--- src/rtl/io_sequencer_pkg.sv ---
// Shared state encoding and parameter defaults for the io_sequencer block.
package io_sequencer_pkg;

  typedef enum logic [2:0] {
    IDLE     = 3'd0,
    FLT_REQ  = 3'd1,
    FLT_WAIT = 3'd2,
    IMG_REQ  = 3'd3,
    IMG_WAIT = 3'd4,
    CNN_RUN  = 3'd5,
    FIN      = 3'd6
  } state_e;

  localparam logic [15:0] FLT_BASE_DEF = 16'h0000;
  localparam logic [15:0] IMG_BASE_DEF = 16'h4000;
  localparam int          TIMEOUT_DEF  = 1023;

  // States whose dwell time is bounded by the timeout counter.
  function automatic logic is_timed(input state_e s);
    return (s != IDLE) && (s != FIN);
  endfunction

endpackage

--- src/rtl/io_sequencer_if.sv ---
// DMA and CNN handshake bundle; master is the sequencer, slave the DMA/CNN side.
interface io_sequencer_if #(
  parameter int CNT_W  = 16,
  parameter int ADDR_W = 16
);
  logic              dma_req;
  logic              dma_ack;
  logic              dma_done;
  logic [ADDR_W-1:0] dma_addr;
  logic [CNT_W-1:0]  dma_len;
  logic              cnn_img;
  logic              decompressor_en;
  logic              cnn_start;
  logic              cnn_done;

  modport master (
    output dma_req, dma_addr, dma_len, cnn_img, decompressor_en, cnn_start,
    input  dma_ack, dma_done, cnn_done
  );

  modport slave (
    input  dma_req, dma_addr, dma_len, cnn_img, decompressor_en, cnn_start,
    output dma_ack, dma_done, cnn_done
  );
endinterface

--- src/rtl/io_sequencer_timeout.sv ---
// Per-phase watchdog: reloads on load, counts down while en, expired at zero.
// Holds at zero so expired stays asserted until the next load.
module seq_timeout #(
  parameter int CNT_W   = 16,
  parameter int TIMEOUT = 1023
) (
  input  logic clk,
  input  logic rst_n,
  input  logic load,
  input  logic en,
  output logic expired
);

  logic [CNT_W-1:0] cnt_q;

  always_ff @(posedge clk or negedge rst_n) begin
    if (!rst_n) begin
      cnt_q <= '0;
    end else if (load) begin
      cnt_q <= CNT_W'(TIMEOUT);
    end else if (en && (cnt_q != '0)) begin
      cnt_q <= cnt_q - CNT_W'(1);
    end
  end

  assign expired = (cnt_q == '0);

endmodule

--- src/rtl/io_sequencer.sv ---
// Job sequencer: filter DMA, image DMA, then one CNN run; stalls on dma_ack/dma_done/cnn_done.
// Each waiting phase is bounded by TIMEOUT cycles; abort and timeout both return to IDLE.
module io_sequencer
  import io_sequencer_pkg::*;
#(
  parameter int                CNT_W    = 16,
  parameter int                ADDR_W   = 16,
  parameter logic [ADDR_W-1:0] FLT_BASE = ADDR_W'(FLT_BASE_DEF),
  parameter logic [ADDR_W-1:0] IMG_BASE = ADDR_W'(IMG_BASE_DEF),
  parameter int                TIMEOUT  = TIMEOUT_DEF
) (
  input  logic             clk,
  input  logic             rst_n,
  input  logic             start,
  input  logic             abort,
  input  logic [CNT_W-1:0] flt_words,
  input  logic [CNT_W-1:0] img_words,
  input  logic             img_compressed,
  io_sequencer_if.master   bus,
  output logic             busy,
  output logic             done,
  output logic             error
);

  state_e           state_q, state_d;
  logic [CNT_W-1:0] flt_q, img_q;
  logic             comp_q;
  logic             first_q;
  logic             accept;
  logic             tmo;
  logic             load;
  logic             expired;
  logic             in_flt, in_img;

  assign accept = (state_q == IDLE) && start;

  always_comb begin
    state_d = state_q;
    tmo     = 1'b0;
    unique case (state_q)
      IDLE: begin
        if (start) begin
          state_d = (flt_words != '0) ? FLT_REQ :
                    (img_words != '0) ? IMG_REQ : CNN_RUN;
        end
      end
      FLT_REQ: begin
        if (bus.dma_ack)  state_d = FLT_WAIT;
        else if (expired) tmo = 1'b1;
      end
      FLT_WAIT: begin
        if (bus.dma_done) state_d = (img_q != '0) ? IMG_REQ : CNN_RUN;
        else if (expired) tmo = 1'b1;
      end
      IMG_REQ: begin
        if (bus.dma_ack)  state_d = IMG_WAIT;
        else if (expired) tmo = 1'b1;
      end
      IMG_WAIT: begin
        if (bus.dma_done) state_d = CNN_RUN;
        else if (expired) tmo = 1'b1;
      end
      CNN_RUN: begin
        // A cnn_done coincident with the launch pulse belongs to no job of ours.
        if (bus.cnn_done && !first_q) state_d = FIN;
        else if (expired)             tmo = 1'b1;
      end
      FIN:     state_d = IDLE;
      default: state_d = IDLE;
    endcase
    if (tmo) state_d = IDLE;
    if (abort && (state_q != IDLE)) begin
      state_d = IDLE;
      tmo     = 1'b0;
    end
  end

  assign load = (state_d != state_q) && is_timed(state_d);

  always_ff @(posedge clk or negedge rst_n) begin
    if (!rst_n) begin
      state_q <= IDLE;
      flt_q   <= '0;
      img_q   <= '0;
      comp_q  <= 1'b0;
      first_q <= 1'b0;
    end else begin
      state_q <= state_d;
      first_q <= load && (state_d == CNN_RUN);
      if (accept) begin
        flt_q  <= flt_words;
        img_q  <= img_words;
        comp_q <= img_compressed;
      end
    end
  end

  seq_timeout #(
    .CNT_W   (CNT_W),
    .TIMEOUT (TIMEOUT)
  ) u_timeout (
    .clk     (clk),
    .rst_n   (rst_n),
    .load    (load),
    .en      (is_timed(state_q)),
    .expired (expired)
  );

  assign in_flt = (state_q == FLT_REQ) || (state_q == FLT_WAIT);
  assign in_img = (state_q == IMG_REQ) || (state_q == IMG_WAIT);

  assign bus.dma_req         = (state_q == FLT_REQ) || (state_q == IMG_REQ);
  assign bus.dma_addr        = in_flt ? FLT_BASE : (in_img ? IMG_BASE : '0);
  assign bus.dma_len         = in_flt ? flt_q : (in_img ? img_q : '0);
  assign bus.cnn_img         = in_img;
  assign bus.decompressor_en = in_img && comp_q;
  assign bus.cnn_start       = (state_q == CNN_RUN) && first_q;

  assign busy  = (state_q != IDLE);
  assign done  = (state_q == FIN);
  assign error = tmo;

endmodule

--- src/flat_wrapper.sv ---
// flat-port wrapper written by rule: the top's interface ports become plain ports
module io_sequencer_flat import io_sequencer_pkg::*;
#(
  parameter int                CNT_W    = 16,
  parameter int                ADDR_W   = 16,
  parameter logic [ADDR_W-1:0] FLT_BASE = ADDR_W'(FLT_BASE_DEF),
  parameter logic [ADDR_W-1:0] IMG_BASE = ADDR_W'(IMG_BASE_DEF),
  parameter int                TIMEOUT  = TIMEOUT_DEF
)
  (clk, rst_n, start, abort, flt_words, img_words, img_compressed, busy, done, error, bus_dma_req, bus_dma_addr, bus_dma_len, bus_cnn_img, bus_decompressor_en, bus_cnn_start, bus_dma_ack, bus_dma_done, bus_cnn_done);
  io_sequencer_if #(.CNT_W(CNT_W), .ADDR_W(ADDR_W)) bus_i ();
  input  logic clk;
  input  logic rst_n;
  input  logic start;
  input  logic abort;
  input  logic [CNT_W-1:0] flt_words;
  input  logic [CNT_W-1:0] img_words;
  input  logic img_compressed;
  output logic busy;
  output logic done;
  output logic error;
  output wire logic [$bits(bus_i.dma_req)-1:0] bus_dma_req;
  output wire logic [$bits(bus_i.dma_addr)-1:0] bus_dma_addr;
  output wire logic [$bits(bus_i.dma_len)-1:0] bus_dma_len;
  output wire logic [$bits(bus_i.cnn_img)-1:0] bus_cnn_img;
  output wire logic [$bits(bus_i.decompressor_en)-1:0] bus_decompressor_en;
  output wire logic [$bits(bus_i.cnn_start)-1:0] bus_cnn_start;
  input wire logic [$bits(bus_i.dma_ack)-1:0] bus_dma_ack;
  input wire logic [$bits(bus_i.dma_done)-1:0] bus_dma_done;
  input wire logic [$bits(bus_i.cnn_done)-1:0] bus_cnn_done;
  assign bus_dma_req = bus_i.dma_req;
  assign bus_dma_addr = bus_i.dma_addr;
  assign bus_dma_len = bus_i.dma_len;
  assign bus_cnn_img = bus_i.cnn_img;
  assign bus_decompressor_en = bus_i.decompressor_en;
  assign bus_cnn_start = bus_i.cnn_start;
  assign bus_i.dma_ack = bus_dma_ack;
  assign bus_i.dma_done = bus_dma_done;
  assign bus_i.cnn_done = bus_cnn_done;
  io_sequencer #(.CNT_W(CNT_W), .ADDR_W(ADDR_W), .FLT_BASE(FLT_BASE), .IMG_BASE(IMG_BASE), .TIMEOUT(TIMEOUT)) u_core (.clk(clk), .rst_n(rst_n), .start(start), .abort(abort), .flt_words(flt_words), .img_words(img_words), .img_compressed(img_compressed), .bus(bus_i), .busy(busy), .done(done), .error(error));
endmodule
--- config.mk ---
export PLATFORM = sky130hd
export DESIGN_NAME = io_sequencer_flat
export DESIGN_NICKNAME = d
export VERILOG_FILES = /design/src/rtl/io_sequencer_pkg.sv /design/src/rtl/io_sequencer_if.sv /design/src/rtl/io_sequencer_timeout.sv /design/src/rtl/io_sequencer.sv /design/src/flat_wrapper.sv
export SDC_FILE = /design/constraint.sdc
export NUM_CORES = 1
export LEC_CHECK = 0
export ABC_AREA = 1
export BUFFER_PORTS_ARGS = -buffer_cell sky130_fd_sc_hd__buf_4
export CAP_MARGIN = 20
export CORE_MARGIN = 2
export CORE_UTILIZATION = 45
export DETAILED_ROUTE_END_ITERATION = 16
export HOLD_SLACK_MARGIN = 0.02
export PLACE_DENSITY = 0.69
export SLEW_MARGIN = 20
export SYNTH_ARGS = -nofsm -noshare
export SYNTH_HDL_FRONTEND = slang
export SYNTH_HIERARCHICAL = 1
export SYNTH_SLANG_ARGS = --single-unit
--- constraint.sdc ---
create_clock -name clk -period 3.8 [get_ports clk]
set_input_delay 0.38 -clock clk [delete_from_list [all_inputs] [get_ports clk]]
set_output_delay 0.38 -clock clk [all_outputs]
set_load 0.05 [all_outputs]
==> summary.md <==
| Metric | Value |
|---|---|
| Result of the run | `completed` |
| Global-route wire length before repair | `13.0 mm` |
| Initial Utilization | `0.461` |
| # fillers | `699` |
| Setup violations, final | `0` |
| Async set-reset flop share out of synthesis | `1.00` |
| Total congestion overflow | `0` |
| P_int | `1.62 mW` |
| Unrepaired setup endpoints after global routing | `false` |
| Critical path data arrival time | `3470 ps` |
| Count of yosys warnings during synthesis | `6` |
| Iteration-0 DRC Markers | `177` |
| Largest area contributor in the netlist | `sky130_fd_sc_hd__dfrtp_1` |
| Distinct cell type count after synthesis | `32` |
| Clock latency reported for the late side of the worst-skew pair | `310 ps` |
| Portion of total power attributed to the clock network | `0.098` |
| Clock sink total | `53` |
| Die Height | `90.0 um` |
| Deepest level of the CTS H-tree | `2` |
| Gr usage total | `0.196` |
| Post-Syn Area | `3330 um^2` |
| P_sw | `1.84 mW` |
| Post-synthesis sequential area ratio | `0.399` |
| Total Nets Final | `541` |
| Area growth from synthesis to final layout | `17.6%` |
| Total iterations of the first detailed-routing run | `4` |
| Ant diodes | `0` |
| Clock tree skew after final layout | `12.8 ps` |
| Largest stage delay, worst path | `430 ps` |
| Post-cts resize count | `0` |
| Total negative slack | `0 ps` |
| Initial antenna violation count | `0` |
| Mean cell area of the mapped netlist | `7.56 um^2` |
| Leakage Power | `2.07 nW` |
| Transition time of the tightest slew-check pin | `663 ps` |
| Dominant cells by area after synthesis | `sky130_fd_sc_hd__dfrtp_1 (40%), sky130_fd_sc_hd__nand2_1 (10%), sky130_fd_sc_hd__nor2_1 (8.0%), sky130_fd_sc_hd__mux2_1 (5.8%), sky130_fd_sc_hd__inv_1 (5.3%)` |
| Switching part of the total | `0.531` |
| Most frequent cell after synthesis | `sky130_fd_sc_hd__nand2_1` |
| Total wire length | `7.73 mm` |
| CP endpoint kind | `register` |
| Number of buffers inserted for hold repair after clock tree synthesis | `0` |
| Wire length per cell | `12.9 um` |
| Critical path start-end classification | `reg -> reg` |
| Dominant register cell in the synthesized netlist | `sky130_fd_sc_hd__dfrtp_1` |
| Total buffers and inverters traversed by the critical path | `5` |
| Fraction of the cycle the final worst path needs | `0.849` |
| Largest driver fanout on the critical path | `16` |
| Number of buffers added for setup after CTS | `0` |
| Longest Clk Path Bufs | `2` |
| Cell seen most often among critical-path stages | `sky130_fd_sc_hd__nand2_1` |
| Remaining antenna violation count | `0` |
| Cell area power density | `885 nW/um^2` |
| GP Congestion | `0.925` |
| Flip-flop and latch count after synthesis | `53` |
| Die Area | `8100 um^2` |
| Count of flip-flops with a built-in enable after synthesis | `0` |
| Detailed Place HPWL | `5.91 mm` |
| Pin count of the biggest net entering global routing | `54` |
| Critical Path Start Type | `register` |
| Count of vias placed by the detailed router | `2,954` |
| Clock tree root driver cell | `sky130_fd_sc_hd__clkbuf_8` |
| Final-report hold violation count | `0` |
| Core area | `7210 um^2` |
| Number of vias per cell | `4.92` |
| Critical-path top delay cell | `sky130_fd_sc_hd__inv_1` |
| Worst VDD drop | `0.394 mV` |
| Clock-pin slew of the registers on the worst-case setup and hold paths | `100 ps` |
| Cells after synthesis | `440` |
| TritonCTS buffer count | `5` |
| CP Data Required Time | `4040 ps` |
| Cell Rows | `31` |
| Worst min path class | `in -> async` |
| Register share of total power | `0.286` |
| Relative max-transition margin | `0.558` |
| Fmax | `310 MHz` |
| Register-to-Register Setup Slack | `570 ps` |
| Crit path max-delay family | `simple AND/OR/NAND/NOR gates` |
| Hold slack final | `88.7 ps` |
| Yosys top cell area share | `0.399` |
| Die W | `90.0 um` |
| CP Cell Sequence | `inv_1, ha_1, nand2_2, nor4_1, inv_1, nor2_1, nand3_1, nand2_1, nor2_4, nand3_1, clkinv_1, nor2_1, nand2_1, nand2_1, nor2_1, inv_1, nand2_4, inv_2, nand2_1, nand2_1` |
| Min Clock Period, post-route | `3230 ps` |
| Count of buffers inserted at the top-level ports | `63` |
| Top cell types by occurrence after synthesis | `sky130_fd_sc_hd__nand2_1 (93), sky130_fd_sc_hd__nor2_1 (71), sky130_fd_sc_hd__dfrtp_1 (53)` |
| Ratio of cells with drive above 1 in the final layout | `0.238` |
| Max cap viols | `0` |
| IO Count | `79` |
| Clock tree from TritonCTS | `yes` |
| Part of the power in combinational logic | `0.616` |
| DRC violations left | `0` |
| Via count of the first global-routing pass | `2,690` |
| Final Max Tran Viols | `0` |
==> per-stage QoR <==
step	std cells	util	power [mW]	instance area (um^2)	worst slack [ps]
after CTS	600	0.542	3.48	3910	609
final	600	0.542	3.46	3910	572
after detailed placement	592	0.529	3.13	3810	630
after floorplan	454	-	2.63	3380	918
after global routing	600	0.542	3.72	3910	195
after global placement	592	0.529	3.10	3810	764
==> worst paths after layout <==
path / from / end / cells past startpoint
hold reg to reg: u_core/flt_q[12]$_DFFE_PN0P_ / u_core/flt_q[12]$_DFFE_PN0P_ / 1
max in group asynchronous: rst_n / u_core/state_q[0]$_DFF_PN0_ / 1
setup reg to reg: u_core/u_timeout/cnt_q[0]$_DFFE_PN0P_ / u_core/u_timeout/cnt_q[15]$_DFFE_PN0P_ / 20
min in group clk: flt_words[13] / u_core/flt_q[13]$_DFFE_PN0P_ / 2
hold / removal: rst_n / u_core/flt_q[10]$_DFFE_PN0P_ / 1
setup / recovery: u_core/u_timeout/cnt_q[0]$_DFFE_PN0P_ / u_core/u_timeout/cnt_q[15]$_DFFE_PN0P_ / 20
==> registers in the layout (all words and copies together) (netlist names) <==
| signal | count |
|---|---|
| u_core/comp_q | 1 |
| u_core/state_q | 3 |
| u_core/first_q | 1 |
| u_core/u_timeout/cnt_q | 16 |
| u_core/img_q | 16 |
| u_core/flt_q | 16 |
==> layout by cell type, fill, tap and decap left out <==
cell type                    netlist  final
sky130_fd_sc_hd__nor2_1           71     71
sky130_fd_sc_hd__nand2_2          11     11
sky130_fd_sc_hd__nor2_2            8      8
sky130_fd_sc_hd__nand3_1          33     33
sky130_fd_sc_hd__nand2_4           4      4
sky130_fd_sc_hd__clkbuf_8          0      6
sky130_fd_sc_hd__a21oi_1          13     13
sky130_fd_sc_hd__nor2_4            2      2
sky130_fd_sc_hd__ha_1              1      1
sky130_fd_sc_hd__inv_2             6      6
sky130_fd_sc_hd__o21bai_1          1      1
sky130_fd_sc_hd__nor4_1            1      1
sky130_fd_sc_hd__o21ai_2           6      6
sky130_fd_sc_hd__inv_6             0      1
sky130_fd_sc_hd__a22o_1            6      6
sky130_fd_sc_hd__o22ai_1           1      1
sky130_fd_sc_hd__nand3b_1          1      1
sky130_fd_sc_hd__mux2_2            5      5
sky130_fd_sc_hd__nor3_1            2      2
sky130_fd_sc_hd__clkinvlp_4        0      1
sky130_fd_sc_hd__o21ai_0          15     15
sky130_fd_sc_hd__clkinv_1          1      1
sky130_fd_sc_hd__buf_4            15     64
sky130_fd_sc_hd__nand4_1          10     10
sky130_fd_sc_hd__nand2_1          93     93
sky130_fd_sc_hd__o21ai_1           1      1
sky130_fd_sc_hd__mux2_1           17     17
sky130_fd_sc_hd__inv_1            47     47
sky130_fd_sc_hd__nand3_2           4      4
sky130_fd_sc_hd__or2_2             1      1
sky130_fd_sc_hd__dfrtp_1          53     53
sky130_fd_sc_hd__conb_1            1     15
==> worst reg2reg max path, stage by stage (launching register included) <==
cell and delay, ps:
sky130_fd_sc_hd__dfrtp_1 410, sky130_fd_sc_hd__inv_1 120, sky130_fd_sc_hd__ha_1 230, sky130_fd_sc_hd__nand2_2 100, sky130_fd_sc_hd__nor4_1 330, sky130_fd_sc_hd__inv_1 130, sky130_fd_sc_hd__nor2_1 100, sky130_fd_sc_hd__nand3_1 100
sky130_fd_sc_hd__nand2_1 120, sky130_fd_sc_hd__nor2_4 40, sky130_fd_sc_hd__nand3_1 110, sky130_fd_sc_hd__clkinv_1 110, sky130_fd_sc_hd__nor2_1 110, sky130_fd_sc_hd__nand2_1 50, sky130_fd_sc_hd__nand2_1 50, sky130_fd_sc_hd__nor2_1 50
sky130_fd_sc_hd__inv_1 430, sky130_fd_sc_hd__nand2_4 250, sky130_fd_sc_hd__inv_2 170, sky130_fd_sc_hd__nand2_1 80, sky130_fd_sc_hd__nand2_1 80
==> per-layer routing <==
layer	track usage	share of wire
met2	0.304	0.46
met4	0.0487	0.0097
met1	0.285	0.48
met3	0.0352	0.051
met5	0	0
==> logic make-up (layout without fill, tap and decap cells) <==
logic type                 Yosys count  in the layout  share of synthesized area
buffers and inverters               79            126                      0.112
DFF                                 53             53                      0.399
adders and majority gates            1              1                    0.00376
other                                1             15                    0.00113
and+or+nand+nor                    241            241                      0.331
muxes                               22             22                     0.0745
AOI/OAI and AO/OA                   43             43                     0.0794
==> power by group through the flow <==
| stage | Sequential, mW | Combinational [mW] | Clock [mW] |
|---|---|---|---|
| CTS | 0.986 | 2.14 | 0.351 |
| floorplan | 0.932 | 1.70 | 0 |
| finish | 0.991 | 2.13 | 0.339 |
| global placement | 0.994 | 2.10 | 0 |
| global route | 1.02 | 2.32 | 0.378 |
| detailed placement | 0.999 | 2.13 | 0 |
==> layout make-up <==
class	count	area [um^2]	area share
Multi-Input combinational cell	322	1680	0.429
Sequential cell	53	1330	0.339
Timing Repair Buffer	64	480	0.123
Inverter	54	203	0.0518
Tap cell	99	124	0.0317
Clock buffer	6	82.6	0.0211
Clock inverter	2	16.3	0.00416
Note: power is estimated with default switching activity, not from simulation.
